**src/rtl/magma_entry_driver.sv**
```systemverilog
// Magma front-panel driver: debounced nibble entry, paged 7-seg view, core launch.
// Optional: ENTRY_AUTOREPEAT_EN enables held left/right autorepeat in edit modes.
module magma_entry_driver #(
   parameter int DATA_W    = 128,
   parameter int DIGITS    = 8,
   parameter int DB_CYCLES = 50000,
   parameter int BLINK_W   = 24,
   parameter int AR_DELAY  = 25000000,
   parameter int AR_PERIOD = 5000000,
   localparam int PAGES    = DATA_W / (4 * DIGITS),
   localparam int PW       = (PAGES > 1) ? $clog2(PAGES) : 1
) (
   input  logic                  clk,
   input  logic                  reset,
   input  logic [2:0]            btn,
   input  logic [2:0]            mode,
   input  logic [PW-1:0]         page,
   input  logic [3:0]            nibble,
   output logic [PAGES-1:0]      page_led,
   output logic [2:0]            mode_led,
   output logic [7*DIGITS-1:0]   seg,
   output logic [DATA_W-1:0]     data_o,
   output logic [DATA_W-1:0]     key_o,
   output logic                  req_valid,
   input  logic                  req_ready,
   input  logic                  res_valid,
   input  logic [DATA_W-1:0]     res_data,
   output logic                  busy
);

   localparam int NIBS = DATA_W / 4;
   localparam int NW   = (NIBS > 1) ? $clog2(NIBS) : 1;
   localparam int CW   = (DIGITS > 1) ? $clog2(DIGITS) : 1;
   localparam int DBW  = $clog2(DB_CYCLES + 1);

   if ((DATA_W % (4 * DIGITS)) != 0 || DB_CYCLES < 1 || BLINK_W < 1) begin : g_cfg_chk
      $error("DATA_W must be a multiple of 4*DIGITS; counters must be positive");
   end
   if (AR_DELAY < 1 || AR_PERIOD < 1) begin : g_ar_chk
      $error("AR_DELAY and AR_PERIOD must be positive");
   end

   typedef enum logic [1:0] {
      S_IDLE,
      S_REQ,
      S_WAIT
   } state_e;

   logic [2:0]           sync1_q, sync2_q;
   logic [2:0]           db_q, dbp_q;
   logic [DBW-1:0]       cnt_q [3];
   logic [2:0]           ev;
   logic                 mv_l, mv_r, st_ev;
   logic                 ar_l, ar_r;
   logic                 m_data, m_key, m_res, m_idle, edit;
   logic                 pg_ok;
   logic [CW-1:0]        cur_q;
   logic [DATA_W-1:0]    data_q, key_q, res_q;
   logic [BLINK_W-1:0]   blk_q;
   state_e               st_q;
   logic                 req_valid_q, busy_q;
   logic [NW-1:0]        wi;
   logic [DATA_W-1:0]    src;
   logic [NW-1:0]        di;
   logic [3:0]           dv;
   logic                 hit;

   always_comb begin
      m_data = 1'b0;
      m_key  = 1'b0;
      m_res  = 1'b0;
      m_idle = 1'b0;
      priority case (1'b1)
         mode[0]: m_data = 1'b1;
         mode[1]: m_key  = 1'b1;
         mode[2]: m_res  = 1'b1;
         default: m_idle = 1'b1;
      endcase
   end

   assign edit     = m_data | m_key;
   assign mode_led = {m_res, m_key, m_idle | m_data};
   assign pg_ok    = ({1'b0, page} < (PW + 1)'(PAGES));

   // Synchroniser plus per-button stability counter; levels idle released (1).
   always_ff @(posedge clk or negedge reset) begin
      if (!reset) begin
         sync1_q <= '1;
         sync2_q <= '1;
         db_q    <= '1;
         dbp_q   <= '1;
         for (int i = 0; i < 3; i++) cnt_q[i] <= '0;
      end else begin
         sync1_q <= btn;
         sync2_q <= sync1_q;
         dbp_q   <= db_q;
         for (int i = 0; i < 3; i++) begin
            if (sync2_q[i] == db_q[i]) begin
               cnt_q[i] <= '0;
            end else if (cnt_q[i] == DBW'(DB_CYCLES - 1)) begin
               cnt_q[i] <= '0;
               db_q[i]  <= sync2_q[i];
            end else begin
               cnt_q[i] <= cnt_q[i] + 1'b1;
            end
         end
      end
   end

   assign ev = dbp_q & ~db_q;

`ifdef ENTRY_AUTOREPEAT_EN
   localparam int ARM = (AR_DELAY > AR_PERIOD) ? AR_DELAY : AR_PERIOD;
   localparam int ARW = $clog2(ARM + 1);

   logic [ARW-1:0] ar_cnt_q;
   logic           ar_arm_q, ar_dir_q, ar_l_q, ar_r_q;
   logic           hold_l, hold_r;

   assign hold_l = edit & (db_q == 3'b110);
   assign hold_r = edit & (db_q == 3'b101);

   always_ff @(posedge clk or negedge reset) begin
      if (!reset) begin
         ar_cnt_q <= '0;
         ar_arm_q <= 1'b0;
         ar_dir_q <= 1'b0;
         ar_l_q   <= 1'b0;
         ar_r_q   <= 1'b0;
      end else begin
         ar_l_q <= 1'b0;
         ar_r_q <= 1'b0;
         if (!(hold_l | hold_r) || (ar_dir_q != hold_r)) begin
            ar_cnt_q <= '0;
            ar_arm_q <= 1'b0;
            ar_dir_q <= hold_r;
         end else if (ar_cnt_q == (ar_arm_q ? ARW'(AR_PERIOD - 1)
                                            : ARW'(AR_DELAY - 1))) begin
            ar_cnt_q <= '0;
            ar_arm_q <= 1'b1;
            ar_l_q   <= hold_l;
            ar_r_q   <= hold_r;
         end else begin
            ar_cnt_q <= ar_cnt_q + 1'b1;
         end
      end
   end

   assign ar_l = ar_l_q;
   assign ar_r = ar_r_q;
`else
   assign ar_l = 1'b0;
   assign ar_r = 1'b0;
`endif

   // Simultaneous press events cancel each other.
   assign mv_l  = (ev == 3'b001) | ar_l;
   assign mv_r  = (ev == 3'b010) | ar_r;
   assign st_ev = (ev == 3'b100);

   assign wi = NW'(page) * NW'(DIGITS) + NW'(cur_q);

   always_ff @(posedge clk or negedge reset) begin
      if (!reset) begin
         cur_q  <= '0;
         data_q <= '0;
         key_q  <= '0;
      end else begin
         if (edit && mv_l)
            cur_q <= (cur_q == CW'(DIGITS - 1)) ? '0 : cur_q + 1'b1;
         else if (edit && mv_r)
            cur_q <= (cur_q == '0) ? CW'(DIGITS - 1) : cur_q - 1'b1;
         if (st_ev && !busy_q && pg_ok) begin
            if (m_data) data_q[{wi, 2'b00} +: 4] <= nibble;
            if (m_key)  key_q[{wi, 2'b00} +: 4]  <= nibble;
         end
      end
   end

   always_ff @(posedge clk or negedge reset) begin
      if (!reset) blk_q <= '0;
      else        blk_q <= blk_q + 1'b1;
   end

   always_ff @(posedge clk or negedge reset) begin
      if (!reset) begin
         st_q        <= S_IDLE;
         req_valid_q <= 1'b0;
         busy_q      <= 1'b0;
         res_q       <= '0;
      end else begin
         unique case (st_q)
            S_IDLE: if (st_ev && m_idle) begin
               st_q        <= S_REQ;
               req_valid_q <= 1'b1;
               busy_q      <= 1'b1;
            end
            S_REQ: if (req_ready) begin
               st_q        <= S_WAIT;
               req_valid_q <= 1'b0;
            end
            S_WAIT: if (res_valid) begin
               res_q  <= res_data;
               st_q   <= S_IDLE;
               busy_q <= 1'b0;
            end
            default: begin
               st_q        <= S_IDLE;
               req_valid_q <= 1'b0;
               busy_q      <= 1'b0;
            end
         endcase
      end
   end

   assign req_valid = req_valid_q;
   assign busy      = busy_q;
   assign data_o    = data_q;
   assign key_o     = key_q;

   function automatic logic [6:0] hex7(input logic [3:0] v);
      hex7 = 7'b1111111;
      unique case (v)
         4'h0: hex7 = 7'b1000000;
         4'h1: hex7 = 7'b1111001;
         4'h2: hex7 = 7'b0100100;
         4'h3: hex7 = 7'b0110000;
         4'h4: hex7 = 7'b0011001;
         4'h5: hex7 = 7'b0010010;
         4'h6: hex7 = 7'b0000010;
         4'h7: hex7 = 7'b1111000;
         4'h8: hex7 = 7'b0000000;
         4'h9: hex7 = 7'b0010000;
         4'hA: hex7 = 7'b0001000;
         4'hB: hex7 = 7'b0000011;
         4'hC: hex7 = 7'b1000110;
         4'hD: hex7 = 7'b0100001;
         4'hE: hex7 = 7'b0000110;
         4'hF: hex7 = 7'b0001110;
      endcase
   endfunction

   always_comb begin
      src = data_q;
      priority case (1'b1)
         m_key:   src = key_q;
         m_res:   src = res_q;
         default: src = data_q;
      endcase
   end

   // Edit modes preview the pending nibble at the cursor and blink it.
   always_comb begin
      seg = '1;
      di  = '0;
      dv  = '0;
      hit = 1'b0;
      for (int i = 0; i < DIGITS; i++) begin
         di  = NW'(page) * NW'(DIGITS) + NW'(i);
         hit = edit && (CW'(i) == cur_q);
         dv  = hit ? nibble : src[{di, 2'b00} +: 4];
         if (pg_ok && !(hit && !blk_q[BLINK_W-1]))
            seg[7*i +: 7] = hex7(dv);
      end
   end

   always_comb begin
      page_led = '0;
      for (int p = 0; p < PAGES; p++)
         page_led[p] = pg_ok && (page == PW'(p));
   end

endmodule

```
**config.mk**
```make
export PLATFORM = sky130hd
export DESIGN_NAME = magma_entry_driver
export DESIGN_NICKNAME = d
export VERILOG_FILES = /design/src/rtl/magma_entry_driver.sv
export SDC_FILE = /design/constraint.sdc
export NUM_CORES = 1
export LEC_CHECK = 0
export CAP_MARGIN = 20
export CORE_ASPECT_RATIO = 1.25
export CORE_UTILIZATION = 53
export DETAILED_ROUTE_END_ITERATION = 6
export PLACE_DENSITY = 0.91
export REMOVE_ABC_BUFFERS = 1
export SYNTH_ARGS = -nofsm -noshare
export SYNTH_HDL_FRONTEND = slang
export SYNTH_SLANG_ARGS = --single-unit
```
**constraint.sdc**
```tcl
create_clock -name clk -period 3.7 [get_ports clk]
set_input_delay 0.555 -clock clk [delete_from_list [all_inputs] [get_ports clk]]
set_output_delay 0.555 -clock clk [all_outputs]
set_load 0.01 [all_outputs]
```
==> run_results.csv, run 1 <==
group,metric,value,unit
synthesis,async_reset_ff_frac,1.000,
placement,placed_cell_area,32430,um^2
clock_tree,cts-root-buf,"clkbuf_16",
clock_tree,clkTransAtPathRegs,0.07,ns
route,viasPerCell,6.468,
timing,max_slew.worst_pin.slew,0.9708,ns
clock_tree,cts_tree,"yes",
setup_path,crit_chain,"buf_8, or3b_4, buf_6, mux4_2, nand2b_1, a31oi_1, o22a_2, ha_4, buf_4, mux2_2, nand2_1, o211ai_1, buf_2",
setup_path,cp_num_cells,13,
synthesis,yosys_register_bits,475,
status,violations,"design-rule violations, negative hold slack, negative setup slack",
timing,setup_viol,14,
setup_path,worstSetupEndpoint,"seg[13]",
route,drc,2,
power_and_ir_drop,total_power,12430,uW
synthesis,synth_top_family_by_area,"multiplexers",
layout,syn_to_final_growth,38.01,%
synthesis,syn_inst,2260,
die,die_h,247.1,um
timing,grt_setup_unrepaired,"yes",
setup_path,worst-endpoint-arrival,3.27,ns
setup_path,worstSetupStartpointType,"input pin",
setup_path,required,3.14,ns
setup_path,critical_path_class,"in2out",
timing,post-route-period-util,1.034,
die,ios,465,
synthesis,synth_xor_area_frac,0.02407,
power_and_ir_drop,vdd_drop_max,0.0003107,V
synthesis,synthSimpleGateAreaFrac,0.1084,
global_route,grt_start_max_net_pins,91,
timing,finalHoldViolations,29,
setup_path,setup.worst_path.end_class,"primary output",
synthesis,synth_flop_cell,"dfrtp_1",
global_route,grt_pass1_wl,146200,um
timing,finalWorstSetupSlack,-0.1242,ns
route,wl_per_cell,27.98,um
synthesis,yosysUniqueCellTypes,88,
status,status,"finished with violations",
route,ant_nets,0,
route,drt_iter0_markers,2536,
timing,fin_hold_ws,-0.02905,ns
power_and_ir_drop,leakage,0.01627,uW
hold_path,hold_class,"in2async",
setup_path,rrSetupSlack,0.46,ns
synthesis,yosys_warnings,0,
global_route,grt_overflow,0,
setup_path,crit_path_max_fanout,7,
global_route,grt_pass1_vias,23900,
route,met2_length,47520,um
route,met3_length,11120,um
clock_tree,clockBufferDepth,3,
setup_path,startpoint,"mode[0]",
synthesis,synth_edf_count,0,
global_route,antenna_found_initial,5,
die,start_util,0.5382,
route,vias,23410,
die,die_area,48940,um^2
setup_path,cp_slowest_stage_delay,0.55,ns
synthesis,synth_compound_area_frac,0.1103,
placement,pre_cts_ws,-0.8757,ns
route,drt_first_pass_iters,7,
job,cap_violations,0,
layout,nets,3147,
route,top_layer_used,"met5",
synthesis,synth-seq-area-share,0.4673,
die,core_area,47330,um^2
clock_tree,cts_sinks,475,
timing,maxSlewViolCount,0,
die,die_width,198.1,um
setup_path,cp_slowest_cell,"or3b_4",
setup_path,reg2reg_depth,7,
timing,min_period,3.824,ns
route,finalWirelength,101200,um
synthesis,synthAdderAreaFrac,0.02997,
placement,gp_congestion,1.002,
route,wl_met1,34390,um
timing,slew_headroom,0.3521,
global_route,track_usage,0.4019,
clock_tree,clkLatencyLatePin,0.62,ns
setup_path,crit_buf_inv,4,
setup_path,cpLargestDelayFamily,"simple AND/OR/NAND/NOR gates",
synthesis,synth_mux_area_frac,0.2230,
placement,portBuffers,464,
power_and_ir_drop,power_density,353.6,nW/um^2
layout,final_cell_area,35150,um^2
layout,drive_above_1_share,0.3564,
clock_tree,cts-htree-levels,2,
placement,hpwl,69370,um
setup_path,r2r_start,"cur_q[2]",
timing,skew,0.02059,ns
setup_path,r2r-end,"data_o[33]",
clock_tree,numCtsBuffers,48,
die,row_count,89,
timing,fmax,0.2615,GHz
synthesis,syn-mean-instance-area,11.27,um^2
synthesis,syn-cell-area,25470,um^2
-- how the worst min path moves through the flow --
stage	start	slack (ns)	end
global placement	sync1_q[1]	0.35	sync2_q[1]
finish	reset	-0.03	res_q[101]
global route	reset	0.02	res_q[101]
floorplan	reset	0.26	blk_q[0]
CTS	reset	0.005	res_q[37]
detailed placement	sync1_q[1]	0.35	sync2_q[1]
-- cell usage after synthesis (5+ instances only) --
library cell,number,area [um^2]
dfrtp_1,463,11590
mux2_2,437,4921
nor2_1,169,634.4
nand2_1,148,555.5
nand3_1,72,360.4
mux2i_1,71,710.7
o21ai_0,70,350.3
clkbuf_1,61,229.0
ha_1,61,763.2
a21oi_1,60,300.3
inv_1,50,187.7
and3_1,45,281.5
buf_2,42,210.2
xnor2_1,40,350.3
o221ai_1,32,280.3
xor2_1,30,262.8
nor3_1,26,130.1
nor2b_1,23,143.9
a221oi_1,21,183.9
nand2b_1,21,131.4
o211ai_1,18,135.1
a22oi_1,15,112.6
buf_4,15,112.6
buf_6,15,168.9
nand4_1,15,93.84
a211oi_1,14,105.1
o22ai_1,14,87.58
a211o_1,13,113.9
dfstp_2,12,315.3
a31oi_1,11,68.82
o221a_2,11,123.9
o31ai_1,10,75.07
or3_1,10,62.56
nand3b_1,8,60.06
or2_2,7,43.79
a221o_1,6,60.06
and2_1,6,37.54
nor3b_1,6,45.04
o21a_1,6,45.04
a41o_1,5,50.05
a41oi_2,5,81.33
nor2_2,5,31.28
-- worst reg2reg max path: cells and delay by family, from the launching register on --
kind / cells / cell delay (ns)
AO/OA/AOI/OAI: 1 / 0.22
buffers and inverters: 2 / 0.30
flip-flops: 1 / 0.43
multiplexers: 1 / 0.38
AND/OR/NAND/NOR: 3 / 1.78
-- placed cells by master (no fill, tap or decap), drive strengths merged, types with 30 or more instances in the layout --
cell type,n
dfrtp,463
xnor2,40
nand2,148
ha,61
inv,54
mux2,439
clkdlybuf4s50,399
o221ai,32
a21oi,61
xor2,30
and3,45
nor2,175
nand3,72
clkbuf,93
o21ai,73
buf,330
mux2i,71
-- timing repair --
item	4_1_cts	5_1_grt
gates cloned	4	0
hold endpoints to repair	0	0
pin swaps	41	35
hold buffers	0	0
setup buffers	29	13
setup endpoints to repair	56	55
gates resized for setup	254	159
-- logic make-up (layout without fill, tap and decap cells) --
kind of cell / Yosys count / count (layout)
other: 0 / 2
XOR/XNOR: 70 / 70
adder cells (fa/ha/maj): 61 / 61
flip-flops: 475 / 475
multiplexers: 511 / 511
AO/OA/AOI/OAI: 372 / 373
AND/OR/NAND/NOR: 579 / 579
buffers and inverters: 192 / 911
-- per-layer routing --
| layer | vias up | GRT usage |
|---|---|---|
| met2 | 1760 | 0.6489 |
| li1 | 9575 | - |
| met1 | 11510 | 0.4669 |
| met3 | 555 | 0.1042 |
| met4 | 6 | 0.2802 |
| met5 | - | 0 |
-- flip-flops by register name, summed over array words and instances, names as in the netlist, 2 cells and up --
| name | cells |
|---|---|
| res_q | 128 |
| data_o | 128 |
| cnt_q | 48 |
| cur_q | 3 |
| blk_q | 24 |
| sync1_q | 3 |
| st_q | 2 |
| sync2_q | 3 |
| db_q | 3 |
| key_o | 128 |
| dbp_q | 3 |
-- through the flow --
step | util | hold WS (ns) | std cells | TNS [ns]
after floorplan | - | 0.2594 | 2123 | -183.78
final | 0.7428 | -0.02905 | 3619 | -0.7220
after global routing | 0.7428 | 0.01801 | 3619 | -2.226
after detailed placement | 0.6852 | 0.3468 | 3484 | -39.92
after CTS | 0.7334 | 0.005081 | 3605 | -0.001724
after global placement | 0.6852 | 0.3465 | 3484 | -37.15
-- layout make-up --
cell class                 count  area [um^2]
multi-input combinational   1594        13390
fill                        2924        12170
sequential                   475        11910
timing repair buffer         768         7237
clock buffer                  73         1436
tap                          637        797.0
inverter                      55        219.0
clock inverter                15        165.2
antenna                        2        5.005
-- where the power goes --
group | total, uW | internal (uW) | switching (uW)
Clock | 5050 | 2890 | 2160
Combinational | 1930 | 904 | 1020
Sequential | 5460 | 5350 | 105
Total | 12400 | 9150 | 3290
Power figures use the tool's default switching activity.
==> run 2: changes to the inputs <==
--- a/config.mk
+++ b/config.mk
@@ -7,9 +7,10 @@
 export LEC_CHECK = 0
 export CAP_MARGIN = 20
 export CORE_ASPECT_RATIO = 1.25
-export CORE_UTILIZATION = 53
+export CORE_UTILIZATION = 40
 export DETAILED_ROUTE_END_ITERATION = 6
-export PLACE_DENSITY = 0.91
+export HOLD_SLACK_MARGIN = 0.12
+export PLACE_DENSITY = 0.74
 export REMOVE_ABC_BUFFERS = 1
 export SYNTH_ARGS = -nofsm -noshare
 export SYNTH_HDL_FRONTEND = slang
==> run_results.csv, run 2 (synthesis gave the netlist of run 1 again) <==
group,metric,value,unit
status,status,"complete, no violations",
global_route,grt_start_max_net_pins,97,
clock_tree,cts_sinks,475,
setup_path,required,3.14,ns
setup_path,setup.worst_path.end_class,"primary output",
clock_tree,clkLatencyLatePin,0.61,ns
setup_path,rrSetupSlack,0.51,ns
setup_path,startpoint,"mode[0]",
layout,mostFrequentLayoutCells,"460 x dfrtp_1, 436 x mux2_2, 399 x clkdlybuf4s50_1, 263 x buf_4, 164 x nor2_1",
setup_path,cpLargestDelayFamily,"buffers and inverters",
timing,fmax,0.2712,GHz
timing,skew,0.01213,ns
placement,portBuffers,464,
die,core_area,63020,um^2
setup_path,worstSetupStartpointType,"input pin",
setup_path,crit_buf_inv,6,
setup_path,crit_path_max_fanout,5,
setup_path,r2r-end,"data_o[79]",
clock_tree,numCtsBuffers,51,
clock_tree,clkTransAtPathRegs,0.06,ns
die,ios,465,
timing,finalWorstSetupSlack,0.01250,ns
hold_path,hold_class,"reg2reg",
layout,final_cells,3864,
layout,nets,3180,
setup_path,cp_num_cells,13,
layout,drive_above_1_share,0.3575,
setup_path,reg2reg_depth,7,
global_route,antenna_found_initial,9,
setup_path,cp_common_cell,"buf_4",
clock_tree,cts-root-buf,"clkbuf_16",
setup_path,critical_path_class,"in2out",
die,row_count,103,
clock_tree,cts-htree-levels,2,
global_route,grt_pass1_vias,22980,
setup_path,cp_slowest_stage_delay,0.51,ns
placement,gp_congestion,0.9216,
die,die_area,64700,um^2
layout,n_fill_cell,5143,
power_and_ir_drop,leakage,0.01651,uW
setup_path,crit_chain,"buf_2, or3b_4, buf_16, a221o_1, a311oi_2, a21oi_4, buf_4, buf_4, buf_4, ha_2, nand3_1, o311ai_1, clkdlybuf4s15_1",
die,die_width,227.7,um
route,drc,0,
setup_path,worstSetupEndpoint,"seg[44]",
global_route,track_usage,0.3021,
placement,placed_cell_area,32890,um^2
route,finalWirelength,101500,um
layout,regArea,11910,um^2
placement,hpwl,73790,um
global_route,grt_pass1_wl,147600,um
placement,pre_cts_ws,-0.7217,ns
power_and_ir_drop,vdd_drop_max,0.0004157,V
route,ant_nets,0,
placement,place_inst,3688,
timing,setup_viol,0,
clock_tree,clockBufferDepth,3,
global_route,grt_overflow,0,
layout,layout_commonest_cell,"dfrtp_1",
layout,multi_input_area,13330,um^2
clock_tree,cts_tree,"yes",
timing,max_slew.worst_pin.slew,1.077,ns
layout,final_cell_area,35960,um^2
route,wl_per_cell,26.28,um
die,start_util,0.4042,
setup_path,r2r_start,"db_q[1]",
timing,grt_setup_unrepaired,"yes",
layout,syn_to_final_growth,41.19,%
power_and_ir_drop,total_power,12790,uW
route,drt_iter0_markers,2107,
layout,final_util,0.5707,
timing,maxSlewViolCount,0,
route,viasPerCell,5.814,
route,drt_first_pass_iters,6,
timing,slew_headroom,0.2818,
timing,finalHoldViolations,0,
timing,min_period,3.688,ns
job,cap_violations,0,
setup_path,worst-endpoint-arrival,3.13,ns
die,die_h,284.1,um
timing,post-route-period-util,0.9966,
setup_path,cp_slowest_cell,"or3b_4",
route,vias,22470,
power_and_ir_drop,power_density,355.7,nW/um^2
==> run 2: changes by cell type in the layout (fill, tap and decap cells not counted), moves of 5 or more <==
cell	before	now
clkdlybuf4s15_1	6	14
a21oi_2	14	5
buf_12	25	36
buf_16	0	7
o21ai_2	7	2
buf_4	249	263
a21oi_1	46	54
clkbuf_2	19	14
==> run 2: cell type report <==
class / instances / area share
inverter: 55 / 0.006019
timing repair buffer: 799 / 0.2139
multi-input combinational: 1593 / 0.3707
clock inverter: 20 / 0.007793
tap: 840 / 0.02922
clock buffer: 76 / 0.04091
sequential: 475 / 0.3310
antenna: 6 / 0.0004175
==> run 2: per-layer routing <==
metal / part of all wire / vias up / track usage
li1: - / 9660 / -
met1: 0.38 / 11290 / 0.3641
met2: 0.49 / 1193 / 0.5154
met3: 0.076 / 313 / 0.05377
met4: 0.057 / 6 / 0.1551
met5: 0.00035 / - / 0
==> run 2: where the power goes <==
| group | switching, uW | internal [uW] | total (uW) | leakage (uW) |
|---|---|---|---|---|
| sequential | 99.3 | 5350 | 5450 | 0.00646 |
| combinational | 1010 | 939 | 1950 | 0.00920 |
| clock | 2210 | 3180 | 5390 | 0.000850 |
==> run 2: stage by stage <==
step | hold slack [ns] | TNS [ns]
after floorplan | 0.2594 | -183.78
after global placement | 0.3460 | -29.98
after detailed placement | 0.3468 | -32.38
after CTS | 0.3393 | -0.01728
after global routing | 0.3495 | -0.2292
final | 0.3481 | 0
==> run 2: timing repair <==
item,CTS,global route
endpoints found under the setup margin,56,55
hold buffers,1,0
gates resized for setup,240,134
pin swaps,37,50
buffers inserted,48,20
gates cloned,3,3
endpoints found under the hold margin,70,0
==> run 2: how the worst min path moves through the flow <==
stage               startpoint          to  slack (ns)  cells after the start
floorplan                reset    blk_q[0]        0.26                      0
global placement    sync1_q[2]  sync2_q[2]        0.35                      0
detailed placement  sync1_q[1]  sync2_q[1]        0.35                      0
CTS                     btn[2]  sync1_q[2]        0.34                      1
global route        sync1_q[1]  sync2_q[1]        0.35                      0
finish              sync1_q[1]  sync2_q[1]        0.35                      0
==> run 2: worst reg2reg max path, cell delays in order, from the launching register on <==
cell	delay [ns]
dfstp_2	0.56
nand2b_1	0.22
nand3_1	0.19
nor2_1	0.30
nand2_1	0.21
nor2_2	0.77
nand2_1	0.43
mux2_2	0.39
==> run 3: changes to the inputs <==
--- a/config.mk
+++ b/config.mk
@@ -12,6 +12,7 @@
 export HOLD_SLACK_MARGIN = 0.12
 export PLACE_DENSITY = 0.74
 export REMOVE_ABC_BUFFERS = 1
+export SETUP_SLACK_MARGIN = 0.05
 export SYNTH_ARGS = -nofsm -noshare
 export SYNTH_HDL_FRONTEND = slang
 export SYNTH_SLANG_ARGS = --single-unit
==> run_results.csv, run 3 (synthesis gave the netlist of run 1 again) <==
group,metric,value,unit
clock_tree,clkLatencyLatePin,0.61,ns
layout,final_cell_area,36200,um^2
placement,placed_cell_area,32890,um^2
setup_path,setup.worst_path.end_class,"primary output",
die,die_h,284.1,um
setup_path,crit_path_max_fanout,5,
die,ios,465,
global_route,track_usage,0.3034,
timing,slew_headroom,0.2801,
timing,max_slew.worst_pin.slew,1.080,ns
die,start_util,0.4042,
clock_tree,cts-root-buf,"clkbuf_16",
global_route,antenna_found_initial,8,
die,die_area,64700,um^2
timing,skew,0.01562,ns
setup_path,crit_chain,"buf_2, or3b_4, clkinv_4, buf_12, buf_4, and3_1, a31oi_1, a31oi_2, buf_4, or3_1, a21oi_1, o22ai_1, buf_2",
setup_path,critical_path_class,"in2out",
global_route,grt_overflow,0,
clock_tree,cts-htree-levels,2,
placement,portBuffers,464,
route,drt_first_pass_iters,6,
global_route,grt_start_max_net_pins,97,
setup_path,crit_buf_inv,6,
global_route,grt_pass1_vias,23030,
die,core_area,63020,um^2
setup_path,rrSetupSlack,0.49,ns
clock_tree,cts_sinks,475,
setup_path,cpLargestDelayFamily,"simple AND/OR/NAND/NOR gates",
layout,drive_above_1_share,0.3727,
route,ant_nets,0,
timing,finalWorstSetupSlack,0.04538,ns
setup_path,cp_slowest_stage_delay,0.37,ns
die,row_count,103,
die,die_width,227.7,um
route,finalWirelength,101800,um
power_and_ir_drop,vdd_drop_max,0.0004151,V
layout,syn_to_final_growth,42.11,%
timing,post-route-period-util,0.9877,
timing,maxSlewViolCount,0,
placement,hpwl,73790,um
layout,layout_commonest_cell,"dfrtp_1",
setup_path,startpoint,"mode[2]",
job,cap_violations,0,
placement,pre_cts_ws,-0.7217,ns
route,drc,0,
setup_path,cp_num_cells,13,
setup_path,cp_slowest_cell,"or3_1",
hold_path,hold_class,"reg2reg",
setup_path,worst-endpoint-arrival,3.10,ns
setup_path,worstSetupEndpoint,"seg[21]",
timing,min_period,3.655,ns
status,status,"complete, no violations",
power_and_ir_drop,leakage,0.01661,uW
setup_path,worstSetupStartpointType,"input pin",
setup_path,r2r_start,"db_q[1]",
clock_tree,clkTransAtPathRegs,0.06,ns
route,drt_iter0_markers,2136,
layout,n_fill_cell,5110,
layout,mostFrequentLayoutCells,"460 x dfrtp_1, 435 x mux2_2, 399 x clkdlybuf4s50_1, 265 x buf_4, 161 x nor2_1",
route,vias,22530,
timing,finalHoldViolations,0,
setup_path,required,3.14,ns
layout,nets,3194,
setup_path,reg2reg_depth,7,
timing,setup_viol,0,
setup_path,r2r-end,"data_o[79]",
timing,grt_setup_unrepaired,"yes",
route,viasPerCell,5.812,
clock_tree,clockBufferDepth,3,
power_and_ir_drop,power_density,354.4,nW/um^2
route,wl_per_cell,26.25,um
clock_tree,numCtsBuffers,51,
timing,fmax,0.2736,GHz
clock_tree,cts_tree,"yes",
placement,gp_congestion,0.9216,
global_route,grt_pass1_wl,148200,um
## run 3: final cells by class
type	count	area (um^2)	share of cell area
Tap cell	840	1051	0.02904
Clock inverter	20	280.3	0.007743
Inverter	55	224.0	0.006188
Sequential cell	475	11910	0.3289
Timing Repair Buffer	813	7824	0.2161
Clock buffer	76	1471	0.04065
Multi-Input combinational cell	1593	13430	0.3710
Antenna cell	5	12.51	0.0003457
## run 3: routing by layer
metal / part of all wire / vias up / track usage
met5: 0.00035 / - / 0
met4: 0.057 / 6 / 0.1497
met3: 0.072 / 308 / 0.05347
met2: 0.49 / 1144 / 0.5210
met1: 0.38 / 11380 / 0.3654
li1: - / 9693 / -
## run 3: report_power, final
part           total, uW  internal [uW]  leakage [uW]  switching, uW
registers           5450           5350       0.00646           99.9
logic               1980            958       0.00930           1020
clock network       5390           3180      0.000850           2210
total              12800           9490        0.0166           3340
## run 3: worst min-delay path by stage
| stage | start | end | cells after the start |
|---|---|---|---|
| 2_1_floorplan | reset | blk_q[0] | 0 |
| 3_5_place_dp | sync1_q[1] | sync2_q[1] | 0 |
| 4_1_cts | btn[2] | sync1_q[2] | 1 |
| 3_3_place_gp | sync1_q[2] | sync2_q[2] | 0 |
| 6_report | sync1_q[1] | sync2_q[1] | 0 |
| 5_1_grt | sync1_q[1] | sync2_q[1] | 0 |
## run 3: per-stage QoR
stage	TNS, ns	util	hold WS (ns)	power, uW	cells
global placement	-29.98	0.5219	0.3460	7302	3688
global route	-0.1746	0.5744	0.3495	13240	3877
detailed placement	-32.38	0.5219	0.3468	7350	3688
finish	0	0.5744	0.3479	12830	3877
CTS	-0.1117	0.5636	0.3393	12780	3843
floorplan	-183.78	-	0.2594	6225	2123
## run 3: repair_timing
| item | in CTS | in global routing |
|---|---|---|
| hold buffers | 1 | 0 |
| hold endpoints to repair | 70 | 0 |
| setup endpoints to repair | 56 | 55 |
| gates resized for setup | 248 | 195 |
| setup buffers | 54 | 27 |
| cloned | 4 | 3 |
| pin swaps | 39 | 56 |
==> RTL edit (config.mk and constraints of run 3) <==
Put a register stage on the output `mode_led`, without a reset. The value now appears one clock later. The other outputs are not delayed to match.
--- a/src/rtl/magma_entry_driver.sv
+++ b/src/rtl/magma_entry_driver.sv
@@ -79,7 +79,9 @@
    end
 
    assign edit     = m_data | m_key;
-   assign mode_led = {m_res, m_key, m_idle | m_data};
+   always_ff @(posedge clk) begin
+      mode_led <= {m_res, m_key, m_idle | m_data};
+   end
    assign pg_ok    = ({1'b0, page} < (PW + 1)'(PAGES));
 
    // Synchroniser plus per-button stability counter; levels idle released (1).
Function: not settled (the Yosys comparison gave no result); the edit may change what the design does.
==> RTL edit against run 3 <==
The flow now finishes with violations (setup timing). Final area increased by 0.94%. Setup slack got worse by 0.059 ns. Area after synthesis decreased by 0.60%. Routed wire length decreased by 1.1%. Critical path type is now flop to output pin. Non-clock buffer count increased by 18. Sequential cell count increased by 3. Total power increased by 0.71%.
==> RTL edit: results (changes against run 3) <==
* Mux share of post-synthesis cell area at 0.227 (was 0.223)
* Status: complete, but fails checks (was finished clean)
* Clk pwr at 5.44 mW (was 5.39 mW)
* Fill count at 5,146 (was 5,110)
* Worst path slowest cell: dfrtp_2 (was or3_1)
* Gates resized, CTS repair at 342 (was 248)
* Synth Area in Compound Gates at 0.108 (was 0.110)
* Via Count at 22,326 (was 22,533)
* Vias in the first global route at 23,253 (was 23,031)
* Pleak at 16.8 nW (was 16.6 nW)
* Fin nets at 3,206 (was 3,194)
* Setup ws final at -0.0131 ns (was 0.0454 ns)
* XOR/XNOR Fraction of Synth Area at 0.0242 (was 0.0241)
* GRT Total Usage at 0.306 (was 0.303)
* Net Sw Power at 3.34 mW (about the same)
* R2R Setup Slk at 0.22 ns (was 0.49 ns)
* Failing checks: setup timing
* Distinct cells, synth at 85 (was 88)
* Final setup fails at 1 (was 0)
* Async SR Flop Fraction at 0.994 (was 1.00)
* Synth cell count leaders: 463 x dfrtp_1, 436 x mux2_2, 162 x nor2_1, 145 x nand2_1, 82 x clkbuf_1 (was 463 x dfrtp_1, 437 x mux2_2, 169 x nor2_1, 148 x nand2_1, 72 x nand3_1)
* Detailed placer's ending HPWL at 74,400 um (was 73,800 um)
* Initial DRC count at 1,911 (was 2,136)
* Worst vdd ir at 0.000362 V (was 0.000415 V)
* Worst reg2reg endpoint: data_o[127]$_DFFE_PN0P_ (was data_o[79]$_DFFE_PN0P_)
* CP max FO at 7 (was 5)
RTL edit: cell types whose count changed in the layout (fill, tap and decap cells not counted), moves of 14 or more:
cell and delta:
buf_4 +30, nor2_1 -17, ha_4 +16, buf_2 +21, nand3_1 -24, clkbuf_2 -14
RTL edit: layer usage:
layer	up-vias	GRT usage	routed length [um]	part of all wire
li1	9704	-	-	-
met1	11210	0.359	37200	0.37
met2	1072	0.513	49200	0.49
met3	340	0.0617	7500	0.075
met4	0	0.177	6690	0.066
met5	-	0	0	0
RTL edit: layout make-up:
class / instances / share of cell area
diodes: 6 / 0.000411
clock buffers: 72 / 0.0407
clock inverters: 21 / 0.00767
inverters: 59 / 0.00726
multi-input cells: 1580 / 0.377
flip-flops and latches: 478 / 0.327
well taps: 832 / 0.0285
repair buffers: 831 / 0.211
RTL edit: how the worst max path moves through the flow:
| stage | from | to | slack [ns] | cells after the start |
|---|---|---|---|---|
| after floorplan | res_valid | res_q[0]$_DFFE_PN0P_ | -1.16 | 2 |
| after global placement | mode[1] | seg[54] | -0.65 | 14 |
| after detailed placement | mode[1] | seg[54] | -0.66 | 14 |
| after CTS | cur_q[1]$_DFFE_PN0P_ | seg[28] | -0.09 | 15 |
| after global routing | cur_q[1]$_DFFE_PN0P_ | seg[24] | -0.14 | 13 |
| final | cur_q[1]$_DFFE_PN0P_ | seg[54] | -0.01 | 14 |
RTL edit: per-stage QoR:
stage                     cell area [um2]  TNS [ns]  std cells  total power, mW
final                               36500   -0.0131       3879             12.9
after global routing                36500     -1.02       3879             13.3
after CTS                           35700    -0.235       3847             12.8
after detailed placement            33000    -29.93       3700             7.35
after global placement              33000    -28.07       3700             7.31
after floorplan                     24700   -186.78       2117             6.24
